--- src/rtl/msrv32_pkg.sv ---
// Shared RV32I decode constants: opcodes, immediate-format codes and
// the buffered-entry record used by the decode-stage controller.
package msrv32_pkg;

  localparam logic [6:0] OPC_OP_IMM   = 7'b0010011;
  localparam logic [6:0] OPC_LOAD     = 7'b0000011;
  localparam logic [6:0] OPC_JALR     = 7'b1100111;
  localparam logic [6:0] OPC_STORE    = 7'b0100011;
  localparam logic [6:0] OPC_BRANCH   = 7'b1100011;
  localparam logic [6:0] OPC_LUI      = 7'b0110111;
  localparam logic [6:0] OPC_AUIPC    = 7'b0010111;
  localparam logic [6:0] OPC_JAL      = 7'b1101111;
  localparam logic [6:0] OPC_SYSTEM   = 7'b1110011;
  localparam logic [6:0] OPC_OP       = 7'b0110011;
  localparam logic [6:0] OPC_MISC_MEM = 7'b0001111;

  localparam logic [2:0] IMM_I    = 3'b000;
  localparam logic [2:0] IMM_I_LD = 3'b001;
  localparam logic [2:0] IMM_S    = 3'b010;
  localparam logic [2:0] IMM_B    = 3'b011;
  localparam logic [2:0] IMM_U    = 3'b100;
  localparam logic [2:0] IMM_J    = 3'b101;
  localparam logic [2:0] IMM_CSR  = 3'b110;
  localparam logic [2:0] IMM_DEF  = 3'b111;

  typedef enum logic [1:0] {
    OCC_EMPTY,
    OCC_ONE,
    OCC_FULL
  } occ_state_t;

  typedef struct packed {
    logic [31:0] instr;
    logic [31:0] pc;
    logic [2:0]  imm_type;
    logic        illegal;
  } entry_t;

endpackage

--- src/rtl/msrv32_decode_ctrl_if.sv ---
// Fetch-to-decode bundle: upstream instruction handshake plus the
// buffered instruction presented to the decode stage.
interface msrv32_decode_ctrl_if;

  logic        instr_valid_in;
  logic [31:0] instr_in;
  logic [31:0] pc_in;
  logic        instr_ready_out;
  logic        dec_valid_out;
  logic        dec_ready_in;
  logic [31:0] instr_out;
  logic [31:0] pc_out;
  logic [2:0]  imm_type_out;
  logic        illegal_out;

  modport master (
    output instr_valid_in, instr_in, pc_in, dec_ready_in,
    input  instr_ready_out, dec_valid_out, instr_out, pc_out,
           imm_type_out, illegal_out
  );

  modport slave (
    input  instr_valid_in, instr_in, pc_in, dec_ready_in,
    output instr_ready_out, dec_valid_out, instr_out, pc_out,
           imm_type_out, illegal_out
  );

endinterface

--- src/rtl/msrv32_opcode_classify.sv ---
// Combinational opcode classifier: immediate format and RV32I legality.
module msrv32_opcode_classify
  import msrv32_pkg::*;
(
  input  logic [2:0] funct3,
  input  logic [6:0] opcode,
  output logic [2:0] imm_type,
  output logic       illegal
);

  always_comb begin
    imm_type = IMM_DEF;
    illegal  = 1'b0;
    case (opcode)
      OPC_OP_IMM:         imm_type = IMM_I;
      OPC_LOAD, OPC_JALR: imm_type = IMM_I_LD;
      OPC_STORE:          imm_type = IMM_S;
      OPC_BRANCH:         imm_type = IMM_B;
      OPC_LUI, OPC_AUIPC: imm_type = IMM_U;
      OPC_JAL:            imm_type = IMM_J;
      // Only the immediate CSR forms carry a zimm operand
      OPC_SYSTEM:         imm_type = funct3[2] ? IMM_CSR : IMM_DEF;
      OPC_OP, OPC_MISC_MEM: imm_type = IMM_DEF;
      default:            illegal  = 1'b1;
    endcase
  end

endmodule

--- src/rtl/msrv32_decode_ctrl.sv ---
// Decode-stage controller: 2-entry skid buffer between fetch and decode,
// with opcode classification stored per entry.
module msrv32_decode_ctrl
  import msrv32_pkg::*;
#(
  parameter logic [31:0] RESET_INSTR = 32'h0000_0013,
  parameter logic [31:0] RESET_PC    = 32'h0000_0000
) (
  input  logic clk_in,
  input  logic rst_in,
  input  logic flush_in,
  msrv32_decode_ctrl_if.slave bus
);

  localparam entry_t RESET_ENTRY = '{instr: RESET_INSTR, pc: RESET_PC,
                                     imm_type: IMM_I, illegal: 1'b0};

  occ_state_t state, next_state;
  entry_t     out_q, out_d, skid_q, skid_d, in_entry;
  logic [2:0] in_imm_type;
  logic       in_illegal;
  logic       in_fire, out_fire;

  msrv32_opcode_classify u_classify (
    .funct3   (bus.instr_in[14:12]),
    .opcode   (bus.instr_in[6:0]),
    .imm_type (in_imm_type),
    .illegal  (in_illegal)
  );

  assign in_entry = '{instr: bus.instr_in, pc: bus.pc_in,
                      imm_type: in_imm_type, illegal: in_illegal};

  // Ready depends only on registered occupancy, never on dec_ready_in
  assign bus.instr_ready_out = (state != OCC_FULL);
  assign bus.dec_valid_out   = (state != OCC_EMPTY);
  assign bus.instr_out       = out_q.instr;
  assign bus.pc_out          = out_q.pc;
  assign bus.imm_type_out    = out_q.imm_type;
  assign bus.illegal_out     = out_q.illegal;

  assign in_fire  = bus.instr_valid_in & bus.instr_ready_out;
  assign out_fire = bus.dec_valid_out & bus.dec_ready_in;

  always_ff @(posedge clk_in or posedge rst_in) begin
    if (rst_in) begin
      state  <= OCC_EMPTY;
      out_q  <= RESET_ENTRY;
      skid_q <= RESET_ENTRY;
    end else begin
      state  <= next_state;
      out_q  <= out_d;
      skid_q <= skid_d;
    end
  end

  always_comb begin
    next_state = state;
    out_d      = out_q;
    skid_d     = skid_q;
    if (flush_in) begin
      next_state = OCC_EMPTY;
      out_d      = RESET_ENTRY;
      skid_d     = RESET_ENTRY;
    end else begin
      case (state)
        OCC_EMPTY: begin
          if (in_fire) begin
            out_d      = in_entry;
            next_state = OCC_ONE;
          end
        end
        OCC_ONE: begin
          if (in_fire && out_fire) begin
            out_d = in_entry;
          end else if (in_fire) begin
            skid_d     = in_entry;
            next_state = OCC_FULL;
          end else if (out_fire) begin
            next_state = OCC_EMPTY;
          end
        end
        OCC_FULL: begin
          // Skid entry is always the younger one, so it moves up in order
          if (out_fire) begin
            out_d      = skid_q;
            skid_d     = RESET_ENTRY;
            next_state = OCC_ONE;
          end
        end
        default: next_state = OCC_EMPTY;
      endcase
    end
  end

endmodule

--- src/flat_wrapper.sv ---
// flat-port wrapper written by rule: the top's interface ports become plain ports
module msrv32_decode_ctrl_flat import msrv32_pkg::*;
#(
  parameter logic [31:0] RESET_INSTR = 32'h0000_0013,
  parameter logic [31:0] RESET_PC    = 32'h0000_0000
)
  (clk_in, rst_in, flush_in, bus_instr_valid_in, bus_instr_in, bus_pc_in, bus_dec_ready_in, bus_instr_ready_out, bus_dec_valid_out, bus_instr_out, bus_pc_out, bus_imm_type_out, bus_illegal_out);
  msrv32_decode_ctrl_if bus_i ();
  input  logic clk_in;
  input  logic rst_in;
  input  logic flush_in;
  input wire logic [$bits(bus_i.instr_valid_in)-1:0] bus_instr_valid_in;
  input wire logic [$bits(bus_i.instr_in)-1:0] bus_instr_in;
  input wire logic [$bits(bus_i.pc_in)-1:0] bus_pc_in;
  input wire logic [$bits(bus_i.dec_ready_in)-1:0] bus_dec_ready_in;
  output wire logic [$bits(bus_i.instr_ready_out)-1:0] bus_instr_ready_out;
  output wire logic [$bits(bus_i.dec_valid_out)-1:0] bus_dec_valid_out;
  output wire logic [$bits(bus_i.instr_out)-1:0] bus_instr_out;
  output wire logic [$bits(bus_i.pc_out)-1:0] bus_pc_out;
  output wire logic [$bits(bus_i.imm_type_out)-1:0] bus_imm_type_out;
  output wire logic [$bits(bus_i.illegal_out)-1:0] bus_illegal_out;
  assign bus_i.instr_valid_in = bus_instr_valid_in;
  assign bus_i.instr_in = bus_instr_in;
  assign bus_i.pc_in = bus_pc_in;
  assign bus_i.dec_ready_in = bus_dec_ready_in;
  assign bus_instr_ready_out = bus_i.instr_ready_out;
  assign bus_dec_valid_out = bus_i.dec_valid_out;
  assign bus_instr_out = bus_i.instr_out;
  assign bus_pc_out = bus_i.pc_out;
  assign bus_imm_type_out = bus_i.imm_type_out;
  assign bus_illegal_out = bus_i.illegal_out;
  msrv32_decode_ctrl #(.RESET_INSTR(RESET_INSTR), .RESET_PC(RESET_PC)) u_core (.clk_in(clk_in), .rst_in(rst_in), .flush_in(flush_in), .bus(bus_i));
endmodule
--- config.mk ---
export PLATFORM = sky130hd
export DESIGN_NAME = msrv32_decode_ctrl_flat
export DESIGN_NICKNAME = d
export VERILOG_FILES = /design/src/rtl/msrv32_pkg.sv /design/src/rtl/msrv32_decode_ctrl_if.sv /design/src/rtl/msrv32_opcode_classify.sv /design/src/rtl/msrv32_decode_ctrl.sv /design/src/flat_wrapper.sv
export SDC_FILE = /design/constraint.sdc
export NUM_CORES = 1
export LEC_CHECK = 0
export CAP_MARGIN = 40
export CORE_MARGIN = 1.5
export CORE_UTILIZATION = 55
export CTS_CLUSTER_DIAMETER = 30
export DETAILED_ROUTE_END_ITERATION = 7
export GPL_TIMING_DRIVEN = 0
export PLACE_DENSITY_LB_ADDON = 0.25
export REMOVE_ABC_BUFFERS = 1
export SYNTH_ARGS = -nofsm -noshare
export SYNTH_HDL_FRONTEND = slang
export SYNTH_HIERARCHICAL = 1
export SYNTH_SLANG_ARGS = --single-unit
--- constraint.sdc ---
create_clock -name clk_in -period 11.7 [get_ports clk_in]
set_input_delay 3.51 -clock clk_in [delete_from_list [all_inputs] [get_ports clk_in]]
set_output_delay 3.51 -clock clk_in [all_outputs]
set_load 0.005 [all_outputs]
; Yosys cells after proc, flatten, opt, wreduce, memory -nomap -nowiden
; Index checks and enable logic that the tools add are counted.
[word_totals]
register_bits = 138
latchBits = 0
ramBits = 0
romBits = 0
inputBits = 69
word_cells = 61
memories = 0
[op_classes]
addsub = 0
n_mul = 0
div_mod_pow = 0
n_lt_le_gt_ge = 0
n_eq_ne = 20
shifts = 0
n_mux = 19
n_bitwise = 2
n_reduce_logical = 11
[ops]
columns = operator, n
row1 = $mux W68, 7
row2 = $pmux W68 S3, 1
row3 = $pmux W68 S2, 1
row4 = $eq A7 B7 Y1 const B, 4
row5 = $eq A7 B6 Y1 const B, 3
row6 = $pmux W3 S7, 1
row7 = $eq A7 B5 Y1 const B, 2
row8 = $mux W2, 6
row9 = $ne A3 B2 Y1 const B, 4
row10 = $reduce_and A4 Y1, 3
row11 = $reduce_or A11 Y1, 1
row12 = $eq A7 B2 Y1 const B, 1
row13 = $eq A7 B4 Y1 const B, 1
row14 = $pmux W2 S3, 1
row15 = $ne A4 B2 Y1 const B, 1
row16 = $reduce_bool A4 Y1, 1
row17 = $reduce_or A2 Y1, 2
row18 = $ne A3 B3 Y1 const B, 1
row19 = $reduce_bool A3 Y1, 1
row20 = $and A1 B1 Y1, 2
row21 = $eq A2 B1 Y1 const B, 1
row22 = $eq A2 B2 Y1 const B, 1
row23 = $logic_not A2 Y1, 1
row24 = $mux W1, 2
row25 = other kinds (3), 3

; Longest topological paths before layout
; Gate-level depths: netlist of the first run.
[logic_depth]
depth_word = 7
mapped_depth = 7

; Hierarchy
; Netlist of the first run, hierarchy kept.
[modules_own_cells]
columns = module, n_inst, cells_per_inst, area_per_inst_um2, seq_area_each_um2
row1 = msrv32_decode_ctrl, 1, 637, 7108.1, 3460.8
row2 = msrv32_opcode_classify, 1, 26, 182.7, 0.0

; Worst setup path before layout of the first run
; Ideal clock, no wire load.
[synth_timing]
path_kind = input to register
start = input port bus_instr_valid_in
end = register u_core/skid_q[10] (netlist name)
arrival_ns = 4.560
setup_slack_ns = 7.016
path_stages = 5
path_buffers = 2
cell_sequence = nor4bb_1 > buf_2 > a211oi_4 > buf_4 > mux2_2
[synth_between]
elab_chain_len = 4
[synth_rtl]
columns = element, line
row1 = start: declaration, flat_wrapper.sv:12  ; input wire logic [$bits(bus_i.instr_valid_in)-1:0] bus_instr_valid_in;
row2 = $and A1 B1 Y1 (*), msrv32_decode_ctrl.sv:42  ; assign in_fire = bus.instr_valid_in & bus.instr_ready_out;
row3 = $logic_and A1 B1 Y1, msrv32_decode_ctrl.sv:74  ; if (in_fire && out_fire) begin
row4 = $ne A3 B3 Y1 (no source line), n/a
row5 = $reduce_and A4 Y1 (no source line) (*), n/a
row6 = end signal: assignment, msrv32_decode_ctrl.sv:53  ; skid_q <= skid_d;
row7 = end: declaration, msrv32_decode_ctrl.sv:19  ; entry_t out_q, out_d, skid_q, skid_d, in_entry;
; Mark *: on every way between the ends. The rest lies on a longest branch, timed or not.
; A chain may end at the register's enable or synchronous reset.

; Worst setup path after layout of the first run
[layout_timing]
start = register u_core.state[0]
end = output port bus_instr_ready_out
[layout_between]
elab_chain_len = 1
[layout_rtl]
columns = element, line
row1 = start: declaration, msrv32_decode_ctrl.sv:18  ; occ_state_t state, next_state;
row2 = start signal: assignment, msrv32_decode_ctrl.sv:51  ; state <= next_state;
row3 = $ne A2 B2 Y1, msrv32_decode_ctrl.sv:35  ; assign bus.instr_ready_out = (state != OCC_FULL);
row4 = end: declaration, flat_wrapper.sv:16  ; output wire logic [$bits(bus_i.instr_ready_out)-1:0] bus_instr_ready_out;
; Every way passes these cells.

==> metrics.md, run 1 <==
| Metric | Value |
|---|---|
| Die Y | `118 µm` |
| #FFs+latches synth | `138` |
| Total gr overflow | `0` |
| Largest net degree at the start of global routing | `89` |
| DRC Markers | `0` |
| Layout Nets | `832` |
| Hold Path Class | `register to register` |
| Die X | `118 µm` |
| CP Capture Type | `primary output` |
| Switching power | `0.310 mW` |
| Slew Limit Fails | `0` |
| Worst Hold Slack | `0.480 ns` |
| Synthesized area per cell | `11.0 µm²` |
| Worst Min Path Start | `u_core/skid_q[59]$_DFFE_PP0P_` |
| Final Cycle Share | `54.9%` |
| Pwr Density | `130 nW/µm²` |
| DR pass1 iterations | `5` |
| EDFF count, synth | `0` |
| Crit Path Class | `register to primary output` |
| Status | `finished, final reports clean` |
| Clock skew | `0.00725 ns` |
| Final hold violation count | `0` |
| Leakage | `4.29 nW` |
| Asr flop ratio synth | `100%` |
| Resized cells post-CTS | `0` |
| Tot GR Track Use | `27.5%` |
| Count of hold-fix buffers inserted at cts | `0` |
| Req. time, crit path | `8.19 ns` |
| Cell depth of the worst flop-to-flop path | `5` |
| HPWL after DPL | `11,300 µm` |
| Clock Tree Root | `clkbuf_16` |
| Unrepaired setup endpoints after global routing | `no` |
| Setup TNS Final | `0 ns` |
| Post-Synthesis Cells | `663` |
| Site row count | `41` |
| Internal power | `0.920 mW` |
| Crit-path max FO | `50` |
| CTS tree | `done` |
| Clock transition at path regs | `0.05 ns` |
| Comb pwr share | `16.9%` |
| GPL Wtd Cong | `0.722` |
| Register share of total power | `43.7%` |
| Post-placement cell count | `916` |
| CTS Buf Count | `17` |
| Finish-stage setup viols | `0` |
| Routed vias/inst | `6.17` |
| First-pass GRT wire length | `31,100 µm` |
| Post-synth top flop | `dfrtp_1` |
| Synth Warn # | `6` |
| # diodes | `0` |
| Post-route ant nets | `0` |
| Wire per inst | `19.7 µm` |
| Iter 0 DRT Violations | `603` |
| IO Port Bufs | `138` |
| Worst-margin pin slew | `0.875 ns` |
| H-tree lvl count | `4` |
| Rel. slew slack | `41.7%` |
| Die area | `14,000 µm²` |
| Fmax | `0.156 GHz` |
| Worst-Skew Late Latency | `0.42 ns` |
| Worst R2R Setup Slack | `8.74 ns` |
| Post-synthesis cell type count | `38` |
| Clock share of power | `39.5%` |
| RR Endpoint | `u_core/skid_q[16]$_DFFE_PP0P_` |
| Ratio of cells with drive above 1 in the final layout | `17.5%` |
| Initial antenna violation count | `0` |
| Core Region | `12,800 µm²` |
| Worst EP arrival | `2.91 ns` |
| Sw Ratio | `25.2%` |
| Clock Path Buffers | `2` |
| Setup crit start | `u_core/state[0]$_DFFE_PP0P_` |
| Post-Syn Area | `7290 µm²` |
| Routed wire length | `18,600 µm` |
| Vias in the first global route | `6,076` |
| Min-Delay Endpoint | `u_core/skid_q[59]$_DFFE_PP0P_` |
| Clock sink count | `138` |
| Vias | `5,851` |
| Cell Count, Final, Fillers Out | `948` |
| Max-Cap Viols | `0` |
| Setup crit start kind | `register` |
| Maximum VDD drop | `0.0811 mV` |
| P&R area growth vs syn | `29.4%` |
| Initial Util | `57.1%` |
| Worst r2r src | `u_core/state[0]$_DFFE_PP0P_` |
| Seq/Total Area, Yosys | `47.5%` |
| Period minus WS final | `6.42 ns` |
| Number of top-level pins | `139` |
| Post-CTS setup buffers | `0` |
| Cell depth of the worst hold path | `1` |
==> synthesized netlist by cell type (2+ instances only) <==
cell type	number	share of area (%)
dfstp_2	6	2.2
mux2i_1	67	9.2
nor2b_1	2	0.17
nor2_1	4	0.21
and3_1	16	1.4
dfrtp_1	132	45
nor4bb_1	57	7.8
nand3_1	4	0.27
buf_4	8	0.82
nand2_1	4	0.21
buf_2	18	1.2
o21a_1	2	0.21
a31oi_1	68	5.8
nand4_1	51	4.4
and4bb_2	9	1.5
inv_1	73	3.8
a21oi_1	3	0.21
a21bo_2	49	6.7
o211ai_2	3	0.51
nor4b_1	3	0.36
clkbuf_1	46	2.4
nand2b_1	2	0.17
mux2_2	17	2.6
mux2_1	5	0.77
==> power by group through the flow <==
| stage | registers (mW) | logic (mW) | clock network [mW] |
|---|---|---|---|
| 2_1_floorplan | 0.542 | 0.0900 | 0 |
| 3_3_place_gp | 0.546 | 0.192 | 0 |
| 3_5_place_dp | 0.545 | 0.207 | 0 |
| 4_1_cts | 0.537 | 0.208 | 0.491 |
| 5_1_grt | 0.541 | 0.223 | 0.510 |
| 6_report | 0.537 | 0.207 | 0.485 |
==> cells in the final DEF, fill, tap and decap left out, types with 2 or more instances in the layout <==
master / count
buf_8: 3
mux2_2: 17
inv_4: 2
nand2b_1: 2
o211ai_2: 2
dfrtp_2: 2
clkbuf_16: 17
nor4bb_1: 56
nand2_1: 4
buf_6: 5
inv_1: 70
nor2_1: 4
o21a_1: 2
nor2b_1: 2
dfrtp_1: 130
nor4b_1: 3
a31oi_1: 68
and4bb_2: 9
buf_16: 6
clkdlybuf4s50_1: 137
mux2i_1: 67
clkbuf_8: 4
and3_1: 16
dfstp_2: 6
nand3_1: 4
buf_12: 3
nand4_1: 51
a21bo_2: 49
a21oi_1: 3
clkbuf_1: 9
mux2_1: 5
==> how the worst max path moves through the flow <==
stage / end / slack (ns) / cells past startpoint
3_5_place_dp: bus_instr_ready_out / 5.68 / 4
3_3_place_gp: u_core/skid_q[13]$_DFFE_PP0P_ / -3.76 / 4
5_1_grt: bus_instr_ready_out / 5.10 / 4
4_1_cts: bus_instr_ready_out / 5.26 / 4
2_1_floorplan: u_core/skid_q[12]$_DFFE_PP0P_ / 2.51 / 3
6_report: bus_instr_ready_out / 5.28 / 4
==> flip-flops by register name, summed over array words and instances, names as in the netlist <==
name and cells:
u_core/bus.illegal_out 1, u_core/state 2, u_core/bus.instr_out 32, u_core/skid_q 68
u_core/bus.imm_type_out 3, u_core/bus.pc_out 32
==> through the flow <==
stage	setup slack, ns	instance area (µm²)	power (mW)	util [%]
after global routing	5.10	9440	1.27	73.9
after CTS	5.26	9440	1.24	73.9
after floorplan	2.51	6950	0.632	-
after detailed placement	5.68	8910	0.752	69.8
final	5.28	9440	1.23	73.9
after global placement	-3.76	8550	0.738	66.9
==> cells by family (layout without fill, tap and decap cells) <==
group                  count (synthesis)  in the layout  share of synthesized area, %
AO/OA/AOI/OAI                        131            131                          14.4
buffers and inverters                147            260                          8.39
flip-flops                           138            138                          47.5
multiplexers                          89             89                          12.6
AND/OR/NAND/NOR                      158            158                          17.2
==> worst max-delay path: stages, from the launching register on <==
cell             delay (ns)
dfrtp_2                0.90
buf_12                 0.29
and2b_1                0.28
inv_4                  0.41
clkdlybuf4s50_1        0.60
==> cell type report <==
| type | count | area, µm² |
|---|---|---|
| Tap cell | 172 | 215 |
| Multi-Input combinational cell | 378 | 3240 |
| Sequential cell | 138 | 3460 |
| Fill cell | 856 | 3340 |
| Timing Repair Buffer | 155 | 1710 |
| Inverter | 73 | 284 |
| Clock inverter | 2 | 12.5 |
| Clock buffer | 30 | 514 |
==> layer usage <==
metal	GRT usage, %	wire (µm)
met1	37.3	8150
met2	44.1	9220
met4	9.45	227
met5	0	0
met3	5.74	1040
Power figures use the tool's default switching activity.
==> run 2: changes to the inputs <==
--- a/config.mk
+++ b/config.mk
@@ -7,7 +7,7 @@
 export LEC_CHECK = 0
 export CAP_MARGIN = 40
 export CORE_MARGIN = 1.5
-export CORE_UTILIZATION = 55
+export CORE_UTILIZATION = 53
 export CTS_CLUSTER_DIAMETER = 30
 export DETAILED_ROUTE_END_ITERATION = 7
 export GPL_TIMING_DRIVEN = 0
==> constraint.sdc (replaced) <==
create_clock -name clk_in -period 6.7 [get_ports clk_in]
set_input_delay 2.01 -clock clk_in [delete_from_list [all_inputs] [get_ports clk_in]]
set_output_delay 2.01 -clock clk_in [all_outputs]
set_load 0.005 [all_outputs]
==> metrics.md, run 2 (same netlist as run 1, synthesis figures left out) <==
| Metric | Value |
|---|---|
| Tot GR Track Use | `25.7%` |
| Number of top-level pins | `139` |
| Core Region | `13,300 µm²` |
| Site row count | `42` |
| Initial Util | `54.6%` |
| Status | `finished, final reports clean` |
| Routed vias/inst | `5.98` |
| Hold Path Class | `register to register` |
| Placed inst area | `8910 µm²` |
| Post-route design area | `9510 µm²` |
| Worst Setup Slack post-DPL | `1.89 ns` |
| Leakage | `4.33 nW` |
| Clock Tree Root | `clkbuf_16` |
| Final hold violation count | `0` |
| Cell depth of the worst hold path | `1` |
| Max-Cap Viols | `0` |
| Largest net degree at the start of global routing | `78` |
| Vias in the first global route | `5,756` |
| First-pass GRT wire length | `29,400 µm` |
| Setup TNS Final | `0 ns` |
| CP Capture Type | `primary output` |
| Count of hold-fix buffers inserted at cts | `0` |
| Clock skew | `0.00361 ns` |
| Post-CTS setup buffers | `0` |
| Period minus WS final | `5.25 ns` |
| Maximum VDD drop | `0.157 mV` |
| Die area | `14,500 µm²` |
| P&R area growth vs syn | `30.4%` |
| Pwr Density | `235 nW/µm²` |
| GPL Wtd Cong | `0.731` |
| Layout Nets | `832` |
| Wire per inst | `18.8 µm` |
| Most flop-heavy register | `u_core/skid_q` |
| Die Y | `120 µm` |
| DRC Markers | `0` |
| Fmax | `0.190 GHz` |
| Commonest non-fill, non-tap cell in the layout | `clkdlybuf4s50_1` |
| Post-layout util | `71.2%` |
| Post-route ant nets | `0` |
| Iter 0 DRT Violations | `417` |
| Fin worst setup slack | `1.45 ns` |
| Slew Limit Fails | `0` |
| Fillers | `951` |
| Unrepaired setup endpoints after global routing | `no` |
| CTS Buf Count | `17` |
| Clock sink count | `138` |
| HPWL after DPL | `10,800 µm` |
| Resized cells post-CTS | `0` |
| Die X | `120 µm` |
| Final Cycle Share | `78.4%` |
| Initial antenna violation count | `0` |
| Worst EP arrival | `3.24 ns` |
| Req. time, crit path | `4.69 ns` |
| Routed wire length | `17,900 µm` |
| Cell depth of the worst flop-to-flop path | `8` |
| Clock transition at path regs | `0.06 ns` |
| Ratio of cells with drive above 1 in the final layout | `18.3%` |
| Vias | `5,693` |
| H-tree lvl count | `4` |
| Max FFs per register | `68` |
| IO Port Bufs | `138` |
| CTS tree | `done` |
| Commonest non-fill, non-tap cells in the layout | `clkdlybuf4s50_1, dfrtp_1, inv_1` |
| # diodes | `0` |
| Worst-margin pin slew | `0.851 ns` |
| Cell Count, Final, Fillers Out | `952` |
| Post-placement cell count | `920` |
| Worst-Skew Late Latency | `0.42 ns` |
| Total gr overflow | `0` |
| Crit-path max FO | `77` |
| Rel. slew slack | `43.3%` |
| Clock Path Buffers | `2` |
| Crit Path Class | `register to primary output` |
| Setup crit start kind | `register` |
| Finish-stage setup viols | `0` |
| DR pass1 iterations | `5` |
## run 2: through the flow
stage,total power [mW],hold WS [ns]
5_1_grt,2.32,0.488
3_5_place_dp,1.31,0.468
3_3_place_gp,1.29,0.460
2_1_floorplan,1.10,0.454
4_1_cts,2.25,0.481
6_report,2.24,0.479
## run 2: critical path: stages (launching register included)
cell	delay, ns
dfrtp_2	0.79
buf_12	0.30
and2b_1	0.28
inv_4	0.49
buf_16	0.34
clkdlybuf4s50_1	0.56
## run 2: final timing paths
| kind | start | to | slack (ns) |
|---|---|---|---|
| min | u_core/skid_q[58]$_DFFE_PP0P_ | u_core/skid_q[58]$_DFFE_PP0P_ | 0.48 |
| min reg2reg | u_core/skid_q[58]$_DFFE_PP0P_ | u_core/skid_q[58]$_DFFE_PP0P_ | 0.48 |
| max | u_core/state[0]$_DFFE_PP0P_ | bus_instr_ready_out | 1.45 |
| min in group asynchronous | rst_in | u_core/skid_q[26]$_DFFE_PP0P_ | 2.05 |
| max reg2reg | u_core/state[0]$_DFFE_PP0P_ | u_core/skid_q[18]$_DFFE_PP0P_ | 3.73 |
| max in group asynchronous | rst_in | u_core/skid_q[18]$_DFFE_PP0P_ | 3.88 |
## run 2: power breakdown
part / switching [mW] / internal [mW]
Clock: 0.346 / 0.595
Sequential: 0.0381 / 0.895
Combinational: 0.163 / 0.198
Total: 0.548 / 1.69
## run 2: metal layers
| layer | track usage [%] | part of all wire, % | up-vias |
|---|---|---|---|
| li1 | - | - | 2644 |
| met1 | 34.6 | 45 | 2852 |
| met2 | 41.6 | 49 | 174 |
| met3 | 5.80 | 5.1 | 23 |
| met4 | 7.79 | 1.5 | 0 |
| met5 | 0 | 0 | - |
## run 2: final cells by class
class	instances	area [µm²]	area share [%]
repair buffers	155	1700	17.9
clock inverters	7	87.6	0.921
inverters	73	284	2.99
multi-input cells	378	3240	34.1
clock buffers	25	505	5.32
flip-flops and latches	138	3460	36.4
well taps	176	220	2.32
